## src/rtl/adc_stream_pkg.sv

```systemverilog
// Shared definitions for the ADC frame streamer.
// Contents: word width, the stall/drop mode encoding and the sequencer
// FSM state encoding.
package adc_stream_pkg;

    localparam int WORD_W = 32;

    // Backpressure policy applied to the word currently on the push bus.
    typedef enum logic {
        MODE_DROP  = 1'b0,   // advance every cycle, count beats not accepted
        MODE_STALL = 1'b1    // hold the word until push_ready
    } stall_mode_e;

    typedef enum logic {
        ST_IDLE   = 1'b0,
        ST_ACTIVE = 1'b1
    } state_e;

endpackage

```

## src/rtl/adc_frame_stream_seq_if.sv

```systemverilog
// Word push bus from the frame sequencer to its consumer.
// Signals: push_valid, push_data (one 32-bit word), push_last (final word
// of a frame), push_ready (consumer acceptance).
// Handshake: a beat transfers on a rising edge where push_valid and
// push_ready are both high. In hold mode the source keeps push_valid,
// push_data and push_last stable until the transfer; in drop mode the source
// advances every cycle and a beat seen with push_ready low is lost.
interface adc_frame_stream_seq_if;
    import adc_stream_pkg::*;

    logic              push_valid;
    logic [WORD_W-1:0] push_data;
    logic              push_last;
    logic              push_ready;

    modport master (output push_valid, push_data, push_last, input push_ready);
    modport slave  (input push_valid, push_data, push_last, output push_ready);
endinterface

```

## src/rtl/adc_frame_queue.sv

```systemverilog
// Synchronous FIFO holding whole frames waiting behind the active one.
// Ports: clk/rst (sync, active-high), push + push_data, pop, head_data
// (combinational view of the oldest entry), level, full, empty.
// Push and pop may coincide, including when full: the head is read before
// the edge and the freed slot is written at that same edge.
module adc_frame_queue #(
    parameter int DEPTH = 4,
    parameter int W     = 288
) (
    input  logic                     clk,
    input  logic                     rst,
    input  logic                     push,
    input  logic [W-1:0]             push_data,
    input  logic                     pop,
    output logic [W-1:0]             head_data,
    output logic [$clog2(DEPTH):0]   level,
    output logic                     full,
    output logic                     empty
);
    localparam int PW = (DEPTH > 1) ? $clog2(DEPTH) : 1;
    localparam int LW = $clog2(DEPTH) + 1;

    logic [W-1:0]  mem_q [DEPTH];
    logic [PW-1:0] wr_ptr_q, wr_ptr_d;
    logic [PW-1:0] rd_ptr_q, rd_ptr_d;
    logic [LW-1:0] level_q, level_d;

    function automatic logic [PW-1:0] ptr_inc(input logic [PW-1:0] p);
        return (p == PW'(DEPTH - 1)) ? '0 : p + 1'b1;
    endfunction

    always_comb begin
        wr_ptr_d = wr_ptr_q;
        rd_ptr_d = rd_ptr_q;
        level_d  = level_q;
        if (push) wr_ptr_d = ptr_inc(wr_ptr_q);
        if (pop)  rd_ptr_d = ptr_inc(rd_ptr_q);
        case ({push, pop})
            2'b10:   level_d = level_q + 1'b1;
            2'b01:   level_d = level_q - 1'b1;
            default: level_d = level_q;
        endcase
    end

    always_ff @(posedge clk) begin
        if (rst) begin
            wr_ptr_q <= '0;
            rd_ptr_q <= '0;
            level_q  <= '0;
        end else begin
            wr_ptr_q <= wr_ptr_d;
            rd_ptr_q <= rd_ptr_d;
            level_q  <= level_d;
        end
    end

    // Storage needs no reset: level gates every read.
    always_ff @(posedge clk) begin
        if (push) mem_q[wr_ptr_q] <= push_data;
    end

    assign head_data = mem_q[rd_ptr_q];
    assign level     = level_q;
    assign full      = (level_q == LW'(DEPTH));
    assign empty     = (level_q == '0);

endmodule

```

## src/rtl/adc_frame_stream_seq.sv

```systemverilog
// ADC frame streamer: captures whole frames on a one-cycle strobe, keeps
// the first WORDS_OUT words, and pushes them out one word per beat.
// Ports: clk/rst (sync, active-high); frame_valid + frame_words_packed
// (word k at [32k+31:32k]); stall_mode (0 drop, 1 hold); clear_counters;
// push_if (word push bus, master side); busy, q_level (frames waiting behind
// the active one), frame_dropped pulse, saturating frames_dropped_cnt and
// words_dropped_cnt; state_dbg exposes the sequencer FSM state.
module adc_frame_stream_seq
    import adc_stream_pkg::*;
#(
    parameter int WORDS_IN  = 10,
    parameter int WORDS_OUT = 9,
    parameter int QDEPTH    = 4,
    parameter int CNT_W     = 16
) (
    input  logic                          clk,
    input  logic                          rst,
    input  logic                          frame_valid,
    input  logic [WORD_W*WORDS_IN-1:0]    frame_words_packed,
    input  logic                          stall_mode,
    input  logic                          clear_counters,
    adc_frame_stream_seq_if.master        push_if,
    output logic                          busy,
    output logic [$clog2(QDEPTH):0]       q_level,
    output logic                          frame_dropped,
    output logic [CNT_W-1:0]              frames_dropped_cnt,
    output logic [CNT_W-1:0]              words_dropped_cnt,
    output state_e                        state_dbg
);
    localparam int FW = WORD_W * WORDS_OUT;
    localparam int IW = (WORDS_OUT > 1) ? $clog2(WORDS_OUT) : 1;

    state_e        state_q, state_d;
    stall_mode_e   mode_q, mode_d;
    logic [FW-1:0] cur_q, cur_d;
    logic [IW-1:0] idx_q, idx_d;
    logic          fdrop_q, fdrop_d;
    logic [CNT_W-1:0] fcnt_q, fcnt_d, wcnt_q, wcnt_d;

    logic          q_push, q_pop, q_full, q_empty;
    logic [FW-1:0] q_head;

    logic          active, is_last, retire, last_ret, fv;
    logic [FW-1:0] frame_in;
    logic          unused_frame_bits;

    // Only the leading WORDS_OUT words are kept; the rest are ignored.
    assign frame_in          = frame_words_packed[FW-1:0];
    assign unused_frame_bits = ^frame_words_packed;

    assign active   = (state_q == ST_ACTIVE);
    assign is_last  = (idx_q == IW'(WORDS_OUT - 1));
    assign retire   = active && ((mode_q == MODE_DROP) || push_if.push_ready);
    assign last_ret = retire && is_last;
    assign fv       = frame_valid && !rst;

    adc_frame_queue #(.DEPTH(QDEPTH), .W(FW)) u_queue (
        .clk       (clk),
        .rst       (rst),
        .push      (q_push),
        .push_data (frame_in),
        .pop       (q_pop),
        .head_data (q_head),
        .level     (q_level),
        .full      (q_full),
        .empty     (q_empty)
    );

    always_comb begin
        state_d = state_q;
        mode_d  = mode_q;
        cur_d   = cur_q;
        idx_d   = idx_q;
        fdrop_d = 1'b0;
        fcnt_d  = fcnt_q;
        wcnt_d  = wcnt_q;
        q_push  = 1'b0;
        q_pop   = 1'b0;

        case (state_q)
            ST_IDLE: begin
                // Queue is always empty here; a frame goes straight to active.
                mode_d = stall_mode_e'(stall_mode);
                if (fv) begin
                    cur_d   = frame_in;
                    idx_d   = '0;
                    state_d = ST_ACTIVE;
                end
            end
            ST_ACTIVE: begin
                if (retire) begin
                    // Mode changes are picked up only when a new word starts.
                    mode_d = stall_mode_e'(stall_mode);
                    if (is_last) begin
                        idx_d = '0;
                        if (!q_empty) begin
                            q_pop = 1'b1;
                            cur_d = q_head;
                        end else if (fv) begin
                            // Empty queue: the arriving frame follows with no bubble.
                            cur_d = frame_in;
                        end else begin
                            state_d = ST_IDLE;
                        end
                    end else begin
                        idx_d = idx_q + 1'b1;
                    end
                end
                if (fv && !(last_ret && q_empty)) begin
                    // A same-cycle pop frees the slot even when full.
                    if (!q_full || last_ret) begin
                        q_push = 1'b1;
                    end else begin
                        fdrop_d = 1'b1;
                        if (fcnt_q != '1) fcnt_d = fcnt_q + 1'b1;
                    end
                end
                if ((mode_q == MODE_DROP) && !push_if.push_ready && (wcnt_q != '1))
                    wcnt_d = wcnt_q + 1'b1;
            end
            default: state_d = ST_IDLE;
        endcase

        if (clear_counters) begin
            fcnt_d = '0;
            wcnt_d = '0;
        end
    end

    always_ff @(posedge clk) begin
        if (rst) begin
            state_q <= ST_IDLE;
            mode_q  <= MODE_DROP;
            cur_q   <= '0;
            idx_q   <= '0;
            fdrop_q <= 1'b0;
            fcnt_q  <= '0;
            wcnt_q  <= '0;
        end else begin
            state_q <= state_d;
            mode_q  <= mode_d;
            cur_q   <= cur_d;
            idx_q   <= idx_d;
            fdrop_q <= fdrop_d;
            fcnt_q  <= fcnt_d;
            wcnt_q  <= wcnt_d;
        end
    end

    assign push_if.push_valid = active;
    assign push_if.push_data  = active ? cur_q[int'(idx_q)*WORD_W +: WORD_W] : '0;
    assign push_if.push_last  = active && is_last;
    assign busy               = active || (q_level != '0);
    assign frame_dropped      = fdrop_q;
    assign frames_dropped_cnt = fcnt_q;
    assign words_dropped_cnt  = wcnt_q;
    assign state_dbg          = state_q;

endmodule

```

## src/flat_wrapper.sv

```systemverilog
// flat-port wrapper written by rule: the top's interface ports become plain ports
module adc_frame_stream_seq_flat import adc_stream_pkg::*;
#(
    parameter int WORDS_IN  = 10,
    parameter int WORDS_OUT = 9,
    parameter int QDEPTH    = 4,
    parameter int CNT_W     = 16
)
  (clk, rst, frame_valid, frame_words_packed, stall_mode, clear_counters, busy, q_level, frame_dropped, frames_dropped_cnt, words_dropped_cnt, state_dbg, push_if_push_valid, push_if_push_data, push_if_push_last, push_if_push_ready);
  adc_frame_stream_seq_if push_if_i ();
  input  logic clk;
  input  logic rst;
  input  logic frame_valid;
  input  logic [WORD_W*WORDS_IN-1:0] frame_words_packed;
  input  logic stall_mode;
  input  logic clear_counters;
  output logic busy;
  output logic [$clog2(QDEPTH):0] q_level;
  output logic frame_dropped;
  output logic [CNT_W-1:0] frames_dropped_cnt;
  output logic [CNT_W-1:0] words_dropped_cnt;
  output state_e state_dbg;
  output wire logic [$bits(push_if_i.push_valid)-1:0] push_if_push_valid;
  output wire logic [$bits(push_if_i.push_data)-1:0] push_if_push_data;
  output wire logic [$bits(push_if_i.push_last)-1:0] push_if_push_last;
  input wire logic [$bits(push_if_i.push_ready)-1:0] push_if_push_ready;
  assign push_if_push_valid = push_if_i.push_valid;
  assign push_if_push_data = push_if_i.push_data;
  assign push_if_push_last = push_if_i.push_last;
  assign push_if_i.push_ready = push_if_push_ready;
  adc_frame_stream_seq #(.WORDS_IN(WORDS_IN), .WORDS_OUT(WORDS_OUT), .QDEPTH(QDEPTH), .CNT_W(CNT_W)) u_core (.clk(clk), .rst(rst), .frame_valid(frame_valid), .frame_words_packed(frame_words_packed), .stall_mode(stall_mode), .clear_counters(clear_counters), .push_if(push_if_i), .busy(busy), .q_level(q_level), .frame_dropped(frame_dropped), .frames_dropped_cnt(frames_dropped_cnt), .words_dropped_cnt(words_dropped_cnt), .state_dbg(state_dbg));
endmodule
```

## config.mk

```make
export PLATFORM = sky130hd
export DESIGN_NAME = adc_frame_stream_seq_flat
export DESIGN_NICKNAME = d
export VERILOG_FILES = /design/src/rtl/adc_stream_pkg.sv /design/src/rtl/adc_frame_stream_seq_if.sv /design/src/rtl/adc_frame_queue.sv /design/src/rtl/adc_frame_stream_seq.sv /design/src/flat_wrapper.sv
export SDC_FILE = /design/constraint.sdc
export NUM_CORES = 2
export LEC_CHECK = 0
export BUFFER_PORTS_ARGS = -buffer_cell sky130_fd_sc_hd__buf_2
export CORE_MARGIN = 1.5
export CORE_UTILIZATION = 65
export DETAILED_ROUTE_END_ITERATION = 10
export GPL_ROUTABILITY_DRIVEN = 0
export PLACE_DENSITY = 0.95
export SYNTH_ARGS = -nofsm -noshare
export SYNTH_HDL_FRONTEND = slang
export SYNTH_SLANG_ARGS = --single-unit
export TNS_END_PERCENT = 10
```

## constraint.sdc

```tcl
create_clock -name clk -period 15.7 [get_ports clk]
set_input_delay 3.14 -clock clk [delete_from_list [all_inputs] [get_ports clk]]
set_output_delay 3.14 -clock clk [all_outputs]
set_load 0.03 [all_outputs]
```

# == Word-level counts from Yosys, hierarchy flattened ==
# Memories as Yosys holds them, arrays and structs flattened. A register that Yosys moved wholly into a read port is not among the register bits.
# Cells that the tools add are included.
# op_classes
add_sub_neg,7
shift,1
bitwise,4
reduce_logical,24
mux,32
n_eq_ne,11
# op_table
cell,count
288-bit 2-to-1 mux,4
288-bit case mux with 2 select lines,1
288-bit by 10-bit variable part select with 32-bit output,1
16-bit by 1-bit adder with 16-bit output (second input constant),2
32-bit 2-to-1 mux,1
16-bit != test (second input constant),2
1-bit 2-to-1 mux,15
4-bit 2-to-1 mux,3
1-bit logical AND,8
2-bit 2-to-1 mux,4
4-bit case mux with 2 select lines,1
2-bit equality test (second input constant),3
3-bit case mux with 2 select lines,1
2-bit AND reduction,3
2-bit by 1-bit adder with 2-bit output (second input constant),2
4-bit by 1-bit adder with 4-bit output (second input constant),1
4-bit equality test (second input constant),1
1-bit logical NOT,4
2-bit != test (second input constant),2
1-bit inverter,4
1-bit case mux with 2 select lines,2
4-bit AND reduction,1
3-bit by 1-bit adder with 3-bit output (second input constant),1
3-bit equality test (second input constant),1
other kinds (9),11
# totals
wordCells,90
regBits,334
memories,1
out_inout_bits,72
inputBits,326
ramBits,1152
# mem_list
name,depth,width,read_ports,rd_ports_with_merged_regs,wr,line_no,rtl
u_core.u_queue.mem_q,4,288,1,1,1,adc_frame_queue.sv:23,logic [W-1:0] mem_q [DEPTH];

# == Logic depth before layout (Yosys ltp) ==
# logic_depth
ltp_word,11
mapped_depth,15
ltp_nobuf,12

# == Cells and area by module ==
# From an unflattened synthesis, not the netlist that was laid out.
# hier_totals
hier_cells,3696
hier_area_um2,59029.1
# modules_own_cells
module,seq_area_each_um2,cells_per_inst,n_inst,area_per_inst_um2
adc_frame_queue,34773.4,1552,1,42002.8
adc_frame_stream_seq,6546.3,2144,1,17026.3

# == Worst setup path before layout ==
# No wires, ideal clock.
# synth_path
path_type,input port to flip-flop
from,input port push_if_push_ready
to,memory u_core.u_queue.mem_q[0][0] (enable)
path_slack_ns,4.550
path_buffers,1
arrival_time_ns,10.464
stages,5
setup_time_ns,0.686
t_required_ns,15.014
path_cell_list,nand2b_1 > clkbuf_1 > a21oi_1 > nor3b_1 > and2_1
# synth_via
elab_chain_len,10
word_cells_on_any_way,12
cone_classes,mux: 5; reduce/logical: 7
# synth_rtl
element,line_no,rtl
start: declaration,flat_wrapper.sv:26,input wire logic [$bits(push_if_i.push_ready)-1:0] push_if_push_ready;
1-bit logical OR *,adc_frame_stream_seq.sv:53,assign retire = active && ((mode_q == MODE_DROP) || push_if.push_ready);
1-bit logical AND *,adc_frame_stream_seq.sv:53,
1-bit logical AND *,adc_frame_stream_seq.sv:54,assign last_ret = retire && is_last;
1-bit logical AND,adc_frame_stream_seq.sv:109,if (fv && !(last_ret && q_empty)) begin
1-bit logical NOT,adc_frame_stream_seq.sv:109,
1-bit logical AND,adc_frame_stream_seq.sv:109,
1-bit 2-to-1 mux *,adc_frame_stream_seq.sv:109,
1-bit 2-to-1 mux *,adc_frame_stream_seq.sv:80,case (state_q)
1-bit 2-to-1 mux *,adc_frame_queue.sv:59,if (push) mem_q[wr_ptr_q] <= push_data;
1-bit 2-to-1 mux (not written as such) *,adc_frame_queue.sv:59,
end: declaration,adc_frame_queue.sv:23,
# Every way passes the cells marked *; elsewhere a longest branch is shown, timed or not.

# == Worst setup path after layout ==
# layout_path
from,register u_core.idx_q[0]
to,output port push_if_push_data[2]
# layout_via
elab_chain_len,2
# layout_rtl
element,line_no,rtl
start: declaration,adc_frame_stream_seq.sv:36,"logic [IW-1:0] idx_q, idx_d;"
start signal: assignment,adc_frame_stream_seq.sv:143,idx_q <= idx_d;
288-bit by 10-bit variable part select with 32-bit output,adc_frame_stream_seq.sv:151,assign push_if.push_data = active ? cur_q[int'(idx_q)*WORD_W +: WORD_W] : '0;
32-bit 2-to-1 mux,adc_frame_stream_seq.sv:151,
end: declaration,flat_wrapper.sv:24,output wire logic [$bits(push_if_i.push_data)-1:0] push_if_push_data;
# Every way passes these cells.

==> flow_summary_export.csv <==
group,metric,value,unit
outcome,status,"finished clean",
route,vias,40200,
route,wl_met3,29000,µm
floorplanning,dieArea,95500,µm²
sta,hold_ws,0.466,ns
sta,rsz0062_at_grt,"false",
setup_path,worstPathCellList,"buf_4 > mux4_2 > mux2i_1 > o21ai_0 > buf_2",
clock_network,cts.repair.resized,0,
yosys,yosysMostFrequentCell,"edfxtp_1",
sta,hold_viol_final,0,
route,routed_wl,186000,µm
sta,fin_skew,0.0295,ns
power,power.internal,0.00632,W
clock_network,clockBufferDepth,3,
clock_network,cts_tree,"built",
route,drc,0,
worst_hold_path,min_from,"u_core.cur_q[74]",
power,seqPwrFrac,52.9,%
sta,slew_violations,0,
clock_network,cts-root-buf,"clkbuf_16",
yosys,yosys.area_share.simple,4.50,%
route,wl_met1,59200,µm
clock_network,clk-insertion-delay-late,0.77,ns
yosys,yosys.area_share.adder,0.238,%
power,leakagePower,21.7,nW
route,highest_layer,"met5",
route,ant_nets,0,
worst_hold_path,hp-class,"flip-flop to flip-flop",
sta,final.period_utilization,47.7,%
floorplanning,ios,398,
floorplanning,row_count,112,
clock_network,holdBufCountCts,0,
yosys,synth_common_cells,"edfxtp_1, mux4_2, dfxtp_1, o21ai_0, or3_1",
sta,setup-violations-final,0,
clock_network,numCtsBuffers,145,
setup_path,critPathRequiredTime,12.56,ns
sta,period_needed,7.49,ns
sta,max_clock_freq,134,MHz
yosys,synth_edf_count,1152,
power,combPwrFrac,6.0,%
clock_network,post_cts_buffers,0,
yosys,syn_inst,3627,
place,place_hpwl,99900,µm
yosys,syn-num-nets,3964,
floorplanning,start_util,65.4,%
global_route,antenna_found_initial,109,
route,vias_per_cell,7.51,
yosys,synth-compound-area-share,9.68,%
job,max_cap_viol_count,0,
yosys,synth-seq-cells,1488,
yosys,synth.avg_cell_area,16.8,µm²
floorplanning,die_height,309,µm
power,swShare,23.7,%
power,ir_drop,0.0000935,V
power,power_density,121,nW/µm²
yosys,synth_top_family_by_area,"multiplexers",
clock_network,ctsHtreeMaxLevel,4,
worst_hold_path,holdPathStages,2,
setup_path,start_kind,"flip-flop",
yosys,async_reset_ff_share,0,%
setup_path,cp.arrival,4.35,ns
yosys,seq_area_frac_synth,67.9,%
final_layout,fin_nets,4227,
setup_path,cpPeakStageDelay,0.91,ns
sta,worstMarginPinSlew,1.20,ns
final_layout,syn_to_final_growth,12.1,%
yosys,synth-xor-area-share,0.0288,%
global_route,grt_pass1_vias,37600,
global_route,grt_remaining_overflow,0,
worst_hold_path,hold_end,"u_core.cur_q[74]",
power,netSwitchingPower,0.00196,W
yosys,synthMuxAreaShare,13.7,%
final_layout,drive_gt1_share,29.9,%
setup_path,worstSetupEndpointType,"output port",
yosys,synthFlopType,"edfxtp_1",
setup_path,reg2reg_from,"u_core.idx_q[1]",
final_layout,nFillCells,4853,
route,drt-pass1-iter-count,6,
sta,setup_tns,0,ns
yosys,synth_top_area_share,56.8,%
route,wire_per_inst,34.9,µm
clock_network,cts.sinks,1488,
yosys,synth_top_cell_by_area,"edfxtp_1",
yosys,synth_area,60900,µm²
place,io_buffers,365,
clock_network,clk_pin_slew,0.06,ns
setup_path,crit_buf_inv,2,
floorplanning,fp.dieW,309,µm
setup_path,cpMaxStageDelayCell,"buf_4",
yosys,yosysWarnings,0,
setup_path,reg2reg_depth,8,
floorplanning,core-area,93000,µm²
yosys,synth_area_leaders,"edfxtp_1, mux4_2, dfxtp_1",
sta,relSlewSlack,20.2,%
global_route,grt_start_max_net_pins,185,
setup_path,cp_top_family,"multiplexers",
global_route,grt_usage,37.1,%
route,drt_iter0_markers,7425,
global_route,grt_first_pass_wirelength,256000,µm
route,dr_wl_met2,83900,µm
yosys,synth.distinct_cells,55,
setup_path,r2r_end,"u_core.u_queue.mem_q[2][9]",
power,power_frac_clock,41.1,%
setup_path,worstPathMaxFanout,44,
setup_path,rrSetupSlack,10.60,ns
setup_path,crit_type,"flip-flop to output port",
cells by family after synthesis:
family,after synthesis
simple gates,458
buf+inv,596
flops,1488
fa+ha+maj,11
xor+xnor,2
compound gates,679
mux,393
metal layers:
layer  vias up  global-route usage (%)
met1     19700                    48.9
li1      15100                       -
met3       931                    12.2
met4        68                    20.7
met5         -                  0.0506
met2      4393                    54.9
sequential cells by signal, summed over array words and instances, names as in the netlist, named ones only:
| signal | count |
|---|---|
| u_core.frames_dropped_cnt | 16 |
| u_core.mode_q | 1 |
| u_core.words_dropped_cnt | 16 |
| u_core.u_queue.level | 3 |
| u_core.push_if.push_valid | 1 |
| u_core.idx_q | 4 |
| u_core.cur_q | 288 |
| u_core.u_queue.wr_ptr_q | 2 |
| u_core.frame_dropped | 1 |
| u_core.u_queue.rd_ptr_q | 2 |
| u_core.u_queue.mem_q | 1152 |
worst register-to-register path, delay by kind of cell (launching register included):
kind / cells / cell delay, ns
simple gates: 3 / 1.42
fa+ha+maj: 1 / 0.37
flops: 1 / 0.36
compound gates: 1 / 0.10
buf+inv: 3 / 2.37
cell usage in the layout, fill, tap and decap left out, types with 13 or more instances in the layout:
cell type / n
nand3_1: 13
clkinv_2: 27
clkinv_1: 14
o31ai_1: 15
a221oi_1: 78
or4_1: 18
mux2i_1: 39
a221oi_2: 210
diode_2: 83
nor2_1: 16
dfxtp_1: 332
a21oi_1: 30
clkbuf_16: 150
edfxtp_1: 1152
buf_2: 364
clkbuf_8: 14
mux4_2: 352
o21ai_0: 328
inv_1: 299
clkbuf_1: 48
nand2_1: 55
buf_4: 39
or3_1: 301
cell type report:
type / instances / area [µm²] / area share (%)
diodes: 83 / 208 / 0.304
clock buffers: 212 / 4130 / 6.05
clock inverters: 57 / 390 / 0.572
inverters: 300 / 1130 / 1.65
multi-input cells: 1543 / 17200 / 25.2
flip-flops and latches: 1488 / 41300 / 60.6
well taps: 1254 / 1570 / 2.30
repair buffers: 412 / 2290 / 3.36
worst max path at each step:
stage                       startpoint                         end  depth (start not counted)
global route           u_core.idx_q[0]        push_if_push_data[2]                          5
CTS                    u_core.idx_q[0]        push_if_push_data[2]                          5
detailed placement                 rst           u_core.cur_q[222]                          6
finish                 u_core.idx_q[0]        push_if_push_data[2]                          5
floorplan           push_if_push_ready  u_core.u_queue.mem_q[0][0]                          5
global placement                   rst           u_core.cur_q[230]                          6
power groups by stage:
stage               Sequential [W]  Clock (W)  Combinational, W
floorplan                  0.00444          0          0.000273
global placement           0.00444          0          0.000422
detailed placement         0.00445          0          0.000452
CTS                        0.00438    0.00337          0.000468
global route               0.00438    0.00353          0.000507
finish                     0.00439    0.00341          0.000494
metrics by stage:
stage	setup slack (ns)	utilization [%]	power, W	instances	cell area (µm²)
2_1_floorplan	4.55	-	0.00471	3627	60900
3_3_place_gp	8.67	68.2	0.00487	4997	63500
3_5_place_dp	8.55	68.2	0.00491	4997	63500
4_1_cts	8.34	73.1	0.00821	5266	68000
5_1_grt	8.10	73.3	0.00843	5327	68200
6_report	8.21	73.3	0.00829	5349	68200
(Power assumes the default switching activity.)
